===== config.mk =====
export PLATFORM = sky130hd
export DESIGN_NAME = rr_arbiter4
export DESIGN_NICKNAME = d
export VERILOG_FILES = /design/src/rtl/rr_pkg.sv /design/src/rtl/rr_priority_pick.sv /design/src/rtl/rr_arbiter4.sv
export SDC_FILE = /design/constraint.sdc
export NUM_CORES = 1
export LEC_CHECK = 0
export BUFFER_PORTS_ARGS = -buffer_cell sky130_fd_sc_hd__buf_2
export CORE_UTILIZATION = 33
export CTS_CLUSTER_DIAMETER = 40
export CTS_CLUSTER_SIZE = 20
export DETAILED_ROUTE_END_ITERATION = 12
export HOLD_SLACK_MARGIN = 0.05
export PLACE_DENSITY = 0.65
export SLEW_MARGIN = 20
export SYNTH_ARGS = -nofsm -noshare
export SYNTH_HDL_FRONTEND = slang
export SYNTH_SLANG_ARGS = --single-unit

===== constraint.sdc =====
create_clock -name clk -period 3.3 [get_ports clk]
set_clock_uncertainty 0.15 [all_clocks]
set_input_delay 0.33 -clock clk [delete_from_list [all_inputs] [get_ports clk]]
set_output_delay 0.33 -clock clk [all_outputs]
set_load 0.005 [all_outputs]

===== src/rtl/rr_pkg.sv =====
// Shared definitions for the 4-way round-robin arbiter: state encoding,
// requester count, select width and the select-to-one-hot helper.
package rr_pkg;

  localparam int NUM_REQ = 4;
  localparam int SEL_W   = 2;

  typedef enum logic [1:0] {
    IDLE  = 2'd0,
    SERVE = 2'd1,
    HOLD  = 2'd2
  } state_t;

  function automatic logic [NUM_REQ-1:0] onehot4(input logic [SEL_W-1:0] sel);
    onehot4 = NUM_REQ'(1) << sel;
  endfunction

endpackage


===== src/rtl/rr_priority_pick.sv =====
// Combinational round-robin search: first candidate after last_grant,
// wrapping 3->0, with last_grant itself checked last.
module rr_priority_pick
  import rr_pkg::*;
(
  input  logic [NUM_REQ-1:0] cand,
  input  logic [SEL_W-1:0]   last_grant,
  output logic [SEL_W-1:0]   grant,
  output logic               any_cand
);

  logic [SEL_W-1:0] idx;

  // Walk the offsets from farthest to nearest so the nearest hit overwrites.
  always_comb begin
    // NOTE: every variable gets a default before any conditional write, so no latch is inferred.
    grant    = '0;
    any_cand = 1'b0;
    idx      = '0;
    for (int i = NUM_REQ; i >= 1; i--) begin
      idx = last_grant + SEL_W'(i);
      if (cand[idx]) begin
        grant    = idx;
        any_cand = 1'b1;
      end
    end
  end

endmodule


===== src/rtl/rr_arbiter4.sv =====
// Round-robin scheduler for four FWFT VC FIFOs feeding the shared registered
// output mux; owns the mux select and the downstream push.
module rr_arbiter4
  import rr_pkg::*;
(
  input  logic               clk,
  input  logic               reset,
  input  logic [NUM_REQ-1:0] fifo_empty,
  input  logic               out_almost_full,
  output logic [NUM_REQ-1:0] pop,
  output logic [SEL_W-1:0]   select,
  output logic               push,
  output logic               busy
);

  state_t              state;
  logic [SEL_W-1:0]    last_grant;
  logic [NUM_REQ-1:0]  cand;
  logic [SEL_W-1:0]    grant;
  logic                any_cand;

  // A FIFO popped this cycle still shows its old empty flag, so mask it out.
  assign cand = ~fifo_empty & ~pop;

  rr_priority_pick u_pick (
    .cand       (cand),
    .last_grant (last_grant),
    .grant      (grant),
    .any_cand   (any_cand)
  );

  assign busy = (state == SERVE);

  // IDLE, SERVE and HOLD share one set of exit rules; the state only records
  // why no pop (or which kind of pop) is in progress.
  always_ff @(posedge clk) begin
    // NOTE: sequential state uses non-blocking assignments so every register
    // sees pre-edge values regardless of statement order.
    if (!reset) begin
      state      <= IDLE;
      pop        <= '0;
      select     <= '0;
      push       <= 1'b0;
      last_grant <= SEL_W'(NUM_REQ - 1);
    end else begin
      // The mux registers the selected word this edge, so push lines up with it.
      push <= |pop;
      if (out_almost_full) begin
        state <= HOLD;
        pop   <= '0;
      end else if (any_cand) begin
        state      <= SERVE;
        pop        <= onehot4(grant);
        select     <= grant;
        last_grant <= grant;
      end else begin
        state <= IDLE;
        pop   <= '0;
      end
    end
  end

endmodule


==> reports/summary.txt, run 1 <==
status: complete, no violations
net count after synthesis: 57
P&R area growth vs syn: 24.08%
routed via count: 436
area post-placement: 566.8 um2
Longest Clk Path Bufs: 2
die width: 40.06 um
row cnt: 13
highest clock rate: 623.6 MHz
remaining routing DRC violations: 0
Port Buf Inserts: 14
Syn Area/Cell: 9.559 um2
via-per-instance ratio: 5.253
antenna fix cells: 0
total track usage: 16.61%
Slew Viols, Final: 0
initial drt markers: 10
Post-Place Worst Slack: 1598 ps
most frequent cells in the layout: buf_2 (14), dfxtp_1 (11), nor2_1 (7)
core area: 0.001318 mm2
sequential fraction of the synthesis area: 46.07%
Mapped Cells: 50
Mapped Area: 478.0 um2
Yosys top cell by area: dfxtp_1
clock sinks: 11
PwrDens: 501.4 mW/mm2
share of the synthesized area in the top cell type: 46.07%
Initial Util: 36.28%
slew of the pin with the lowest slew margin: 421.4 ps
DR pass1 iterations: 2
CP Launch Type: register
Unique masters post-synth: 24
commonest non-fill, non-tap cell in the layout: buf_2
full die area: 0.001604 mm2
maximum capacitance violations: 0
FILL cells: 135
RePlAce Congestion: 0.7817
final setup fails: 0
hold_buf cts: 0
CTS tree: done
Synth Warn #: 0
Clock Pin Slew Worst Setup and Hold Paths: 70 ps
postcts setup bufs: 0
I/O pin cnt: 15
DR WL/cell: 11.31 um
CP Data Required Time: 3330 ps
leakage dissipation: 0.2628 nW
final-report hold violation count: 0
vias in the first global route: 354
RSZ-0062 raised after global routing: no
largest net degree at the start of global routing: 8
Routed WL: 939 um
final setup TNS: 0 ps
share of layout cells above drive strength 1: 33.82%
post-route cell area: 593.1 um2
Max-slew headroom: 71.72%
Crit Path Max Fanout: 4
maximum VDD drop: 258.7 uV
Setup CP Type: register to register
Nets: 76
post-cts sizing count: 0
final worst path period share: 48.59%
H-tree levels: 1
total gr overflow: 0
first-pass GRT wire length: 1.580 mm
Die H: 40.06 um
endpoint type of the worst setup path: register
fin worst setup slack: 1696 ps
CTS Root Buffer Type: clkbuf_4
ANT nets after route: 0
HPWL after DPL: 732.6 um
Worst EP arrival: 1630 ps
flops & latches, synth: 11
crit path time final: 1604 ps
Hold WC Path Type: primary input to register
CTS Buf Count: 3
antenna violations before repair: 0
clk_lat worst skew: 270 ps
top cells by area, synth: dfxtp_1 (46%), a2111oi_4 (5.8%), nor2_1 (5.5%), o22ai_1 (3.9%), o22a_1 (3.7%)
## layer usage
layer | GRT usage [%] | part of all wire [%] | up-vias
li1 | - | - | 224
met1 | 19.80 | 50 | 195
met2 | 20.97 | 41 | 13
met3 | 10.00 | 5.9 | 4
met4 | 12.93 | 2.7 | 0
met5 | 0 | 0 | -
## cell usage after synthesis
master	number
a311oi_1	1
nor3_1	3
nand3_1	1
o31a_2	1
o21ai_0	1
o31a_1	1
a2111oi_4	1
inv_1	3
o22a_1	2
or2_2	1
nor2b_1	1
o22ai_1	3
a21oi_1	1
a311o_2	1
o211ai_1	1
nor4_1	2
nor2_1	7
or2_0	1
or2_4	1
nand2b_1	1
o2111a_1	1
dfxtp_1	11
or3_4	1
nand2_1	3
## cell type report
cell class / count / area [um2] / area share [%]
Timing Repair Buffer: 14 / 70.07 / 11.81
Inverter: 3 / 11.26 / 1.899
Clock buffer: 4 / 26.28 / 4.430
Sequential cell: 11 / 220.2 / 37.13
Tap cell: 15 / 18.77 / 3.165
Multi-Input combinational cell: 36 / 246.5 / 41.56
## through the flow
| step | util (%) | hold WS, ps | std cells | total power, mW |
|---|---|---|---|---|
| 2_1_floorplan | - | 251.8 | 50 | 0.1907 |
| 3_3_place_gp | 43.02 | 313.7 | 79 | 0.2099 |
| 3_5_place_dp | 43.02 | 315.5 | 79 | 0.2095 |
| 4_1_cts | 45.01 | 127.0 | 83 | 0.3023 |
| 5_1_grt | 45.01 | 114.9 | 83 | 0.3199 |
| 6_report | 45.01 | 134.4 | 83 | 0.2974 |
## logic make-up after synthesis
logic type / count (synthesis) / share of synthesized area (%)
AO/OA/AOI/OAI: 14 / 27.49
AND/OR/NAND/NOR: 22 / 24.09
flip-flops: 11 / 46.07
buffers and inverters: 3 / 2.356
## worst max-delay path: stages, from the launching register on
cell      delay [ps]
dfxtp_1          340
or3_4            410
o2111a_1         160
or2_4            240
nor3_1           220
## path summary, 6_finish.rpt
path,to,cells past startpoint,slack (ps),from
worst max-delay path,pop[3],4,1700,last_grant[0]
worst min-delay path,last_grant[1],2,130,reset
worst max register to register,pop[3],4,1700,last_grant[0]
worst min register to register,select[1],2,330,select[1]
## power breakdown
| part | switching (mW) | internal, mW | total, mW |
|---|---|---|---|
| Combinational | 0.0262 | 0.0281 | 0.0543 |
| Sequential | 0.00933 | 0.143 | 0.152 |
| Clock | 0.0440 | 0.0468 | 0.0908 |
| Total | 0.0795 | 0.218 | 0.297 |
## flip-flops by register name (all words and copies together) (netlist names)
name        count
pop             4
last_grant      2
select          2
state           2
push            1
Note: power is estimated with default switching activity, not from simulation.
==> run 2, diff against run 1 <==
PLACE_DENSITY = 0.67   (was 0.65)
clock period = 1.4 ns   (was 3.3 ns; I/O delays follow)
==> reports/summary.txt, run 2 (synthesis gave the netlist of run 1 again) <==
DR pass1 iterations: 4 (+2)
I/O pin cnt: 15 (unchanged)
CP Data Required Time: 1410 ps (-1920 ps)
CTS Root Buffer Type: clkbuf_4
antenna fix cells: 0 (unchanged)
via-per-instance ratio: 5.198 (-1.0%)
Hold WC Path Type: primary input to register
Register Area: 227.7 um2 (+3.4%)
DR WL/cell: 13.54 um (+20%)
max reg flops: 4 (unchanged)
Max-slew headroom: 81.46% (+9.7 points)
PwrDens: 1020 mW/mm2 (+100%)
largest net degree at the start of global routing: 7 (-1)
share of layout cells above drive strength 1: 58.02% (+24 points)
final worst path period share: 110.2% (+62 points)
RePlAce Congestion: 0.8349 (+6.8%)
FILL cells: 118 (-13%)
total track usage: 19.26% (+2.6 points)
RSZ-0062 raised after global routing: yes
status: complete, but fails checks
maximum capacitance violations: 0 (unchanged)
Worst EP arrival: 1560 ps (-70 ps)
fin worst setup slack: -142.4 ps (-1839 ps)
Port Buf Inserts: 14 (unchanged)
initial drt markers: 3 (-7)
WHS: 102.4 ps (-32.08 ps)
crit path time final: 1542 ps (-61.07 ps)
clk_lat worst skew: 260 ps (about the same)
highest clock rate: 648.3 MHz (+4.0%)
non-filler instance count after layout: 96 (+16%)
Initial Util: 36.28% (unchanged)
most frequent cells in the layout: buf_2 (14), buf_4 (11), nor2_1 (7), dfxtp_1 (7)
row cnt: 13 (unchanged)
final-report hold violation count: 0 (unchanged)
P&R area growth vs syn: 58.64%
antenna violations before repair: 0 (unchanged)
full die area: 0.001604 mm2 (unchanged)
core area: 0.001318 mm2 (unchanged)
Die H: 40.06 um (unchanged)
Routed WL: 1.300 mm (+38%)
leakage dissipation: 0.3356 nW (+28%)
Clock Pin Slew Worst Setup and Hold Paths: 70 ps (about the same)
CTS Buf Count: 3 (unchanged)
remaining routing DRC violations: 0 (unchanged)
ANT nets after route: 0 (unchanged)
H-tree levels: 1 (unchanged)
commonest non-fill, non-tap cell in the layout: buf_2
total gr overflow: 0 (unchanged)
vias in the first global route: 482 (+36%)
violated checks: negative setup slack
Crit Path Max Fanout: 4 (unchanged)
CTS tree: done
hold path depth: 4 (+2)
maximum VDD drop: 709.9 uV (+170%)
CP Launch Type: register
routed via count: 499 (+14%)
Reg with most FFs: pop
final setup fails: 9 (+9)
die width: 40.06 um (unchanged)
first-pass GRT wire length: 2.001 mm (+27%)
Setup CP Type: register to register
Nets: 89 (+17%)
endpoint type of the worst setup path: register
slew of the pin with the lowest slew margin: 275.6 ps (-145.7 ps)
Reg2Reg Depth: 5 (+1)
clock sinks: 11 (unchanged)
HPWL after DPL: 852.4 um (+16%)
Inst Count DP: 87 (+10%)
area of the multi-input gates: 300.3 um2 (+22%)
Slew Viols, Final: 0 (unchanged)
Longest Clk Path Bufs: 2 (unchanged)
run 2: through the flow:
step | cell area, um2 | TNS, ps | util, % | worst slack (ps) | power (mW)
3_3_place_gp | 629.4 | -476.6 | 47.77 | -109.5 | 0.5234
5_1_grt | 758.2 | -1312 | 57.55 | -189.1 | 0.8144
4_1_cts | 730.7 | -614.1 | 55.46 | -127.0 | 0.7633
2_1_floorplan | 480.5 | -72.28 | - | -29.39 | 0.4507
3_5_place_dp | 629.4 | -591.4 | 47.77 | -131.9 | 0.5244
6_report | 758.2 | -766.1 | 57.55 | -142.4 | 0.7731
run 2: final timing paths:
path               endpoint            start  slack, ps
hold reg to reg   select[1]        select[1]        340
hold / removal     state[1]  out_almost_full        100
setup / recovery     pop[2]    last_grant[0]       -140
setup reg to reg     pop[2]    last_grant[0]       -140
run 2: worst max-delay path, stage by stage, from the launching register on:
cell and delay (ps):
dfxtp_2 340, or3_4 380, o2111a_1 140, o211ai_1 250
buf_4 160, nor2_1 30
run 2: layout make-up:
cell class	instances	share of cell area [%]
clock buffer	4	3.465
timing repair buffer	27	22.94
tap	15	2.475
multi-input combinational	36	39.60
inverter	3	1.485
sequential	11	30.03
run 2: what timing repair did:
action / CTS / global route
gates resized for setup: 9 / 8
endpoints found under the setup margin: 9 / 9
setup buffers: 4 / 0
pin swaps: 8 / 4
endpoints found under the hold margin: 7 / 0
hold buffers: 1 / 0
run 2: report_power, final:
group          leakage (nW)  internal (mW)  switching, mW
combinational         0.229          0.109         0.0972
clock                0.0150          0.110          0.101
sequential           0.0918          0.338         0.0182
total                 0.336          0.557          0.216
run 2: routing by layer:
metal	track usage, %	share of wire, %
met4	7.759	0.92
met5	0	0
met3	5.000	4.9
met2	33.47	50
met1	22.11	44
==> run 3, diff against run 2 <==
RECOVER_POWER = 50   (was default)
==> reports/summary.txt, run 3 (synthesis gave the netlist of run 1 again) <==
status: complete, but fails checks
violated checks: negative setup slack
DR WL met2: 654 um (unchanged)
H-tree levels: 1 (unchanged)
Crit Path Max Fanout: 4 (unchanged)
RSZ-0062 raised after global routing: yes
CP Data Required Time: 1410 ps (about the same)
Max Used Layer: met4
final worst path period share: 110.2% (unchanged)
max reg flops: 4 (unchanged)
Setup CP Type: register to register
maximum capacitance violations: 0 (unchanged)
P&R area growth vs syn: 57.85%
RePlAce Congestion: 0.8349 (unchanged)
slew of the pin with the lowest slew margin: 275.6 ps (unchanged)
DR pass1 iterations: 4 (unchanged)
Worst EP arrival: 1560 ps (about the same)
initial drt markers: 3 (unchanged)
total track usage: 19.26% (unchanged)
via-per-instance ratio: 5.198 (unchanged)
Slew Viols, Final: 0 (unchanged)
share of layout cells above drive strength 1: 54.32% (-3.7 points)
HPWL after DPL: 852.4 um (unchanged)
non-filler instance count after layout: 96 (unchanged)
Routed WL: 1.299 mm (about the same)
CTS tree: done
Clock Pin Slew Worst Setup and Hold Paths: 70 ps (about the same)
crit path time final: 1542 ps (unchanged)
Longest Clk Path Bufs: 2 (unchanged)
die width: 40.06 um (unchanged)
maximum VDD drop: 709.9 uV (about the same)
DR WL/cell: 13.53 um (about the same)
clock sinks: 11 (unchanged)
CTS Root Buffer Type: clkbuf_4
Reg with most FFs: pop
Inst Count DP: 87 (unchanged)
DRT met1 WL: 568 um (unchanged)
antenna violations before repair: 0 (unchanged)
FILL cells: 121 (+2.5%)
CP Launch Type: register
final setup TNS: -768.1 ps (-2.026 ps)
Post-Place Worst Slack: -131.9 ps (unchanged)
total gr overflow: 0 (unchanged)
first-pass GRT wire length: 2.001 mm (unchanged)
met3 wire len: 63 um (-1.6%)
remaining routing DRC violations: 0 (unchanged)
I/O pin cnt: 15 (unchanged)
final-report hold violation count: 0 (unchanged)
CTS Buf Count: 3 (unchanged)
ANT nets after route: 0 (unchanged)
row cnt: 13 (unchanged)
Hold WC Path Type: primary input to register
endpoint type of the worst setup path: register
antenna fix cells: 0 (unchanged)
clk_lat worst skew: 260 ps (about the same)
final setup fails: 9 (unchanged)
core area: 0.001318 mm2 (unchanged)
Nets: 89 (unchanged)
highest clock rate: 648.3 MHz (unchanged)
leakage dissipation: 0.3238 nW (-3.5%)
fin worst setup slack: -142.4 ps (unchanged)
PwrDens: 1022 mW/mm2 (+0.27%)
Port Buf Inserts: 14 (unchanged)
Initial Util: 36.28% (unchanged)
largest net degree at the start of global routing: 7 (unchanged)
vias in the first global route: 482 (unchanged)
routed via count: 499 (unchanged)
Max-slew headroom: 81.46% (unchanged)
full die area: 0.001604 mm2 (unchanged)
most frequent cells in the layout: buf_2 (11), buf_4 (11), nor2_1 (7), dfxtp_1 (7), clkbuf_1 (4)
Die H: 40.06 um (unchanged)
## run 3: per-stage QoR
stage | power [mW] | instance area [um2] | hold slack (ps) | util, %
2_1_floorplan | 0.4507 | 480.5 | 61.83 | -
3_3_place_gp | 0.5234 | 629.4 | 228.2 | 47.77
3_5_place_dp | 0.5244 | 629.4 | 237.0 | 47.77
4_1_cts | 0.7633 | 730.7 | 86.27 | 55.46
5_1_grt | 0.8126 | 754.5 | 99.85 | 57.27
6_report | 0.7713 | 754.5 | 102.4 | 57.27
## run 3: layout make-up
cell class / count / area (um2) / area share, %
Timing Repair Buffer: 27 / 170.2 / 22.55
Sequential cell: 11 / 227.7 / 30.18
Multi-Input combinational cell: 36 / 300.3 / 39.80
Inverter: 3 / 11.26 / 1.493
Tap cell: 15 / 18.77 / 2.488
Clock buffer: 4 / 26.28 / 3.483
## run 3: worst paths after layout
path	start	cells after the start	slack [ps]	end
max	last_grant[0]	5	-140	pop[2]
min	out_almost_full	4	100	state[1]
max reg2reg	last_grant[0]	5	-140	pop[2]
min reg2reg	select[1]	2	340	select[1]
## run 3: power by group
part           switching (mW)  leakage, nW  internal, mW
clock network           0.101       0.0150         0.110
logic                  0.0972        0.217         0.107
registers              0.0184       0.0918         0.338
## run 3: what timing repair did
item	CTS	global route
pin swaps	8	4
endpoints found under the setup margin	9	9
hold buffers	1	0
setup buffers	4	0
resized for setup	9	8
endpoints found under the hold margin	7	0
## run 3: layer usage
layer | global-route usage (%) | vias to the layer above
li1 | - | 248
met1 | 22.11 | 235
met2 | 33.47 | 14
met3 | 5.000 | 2
met4 | 7.759 | 0
met5 | 0 | -
## run 3: critical path, stage by stage (launching register included)
cell and delay (ps):
dfxtp_2 340, or3_4 380, o2111a_1 140, o211ai_1 250
buf_4 160, nor2_1 30
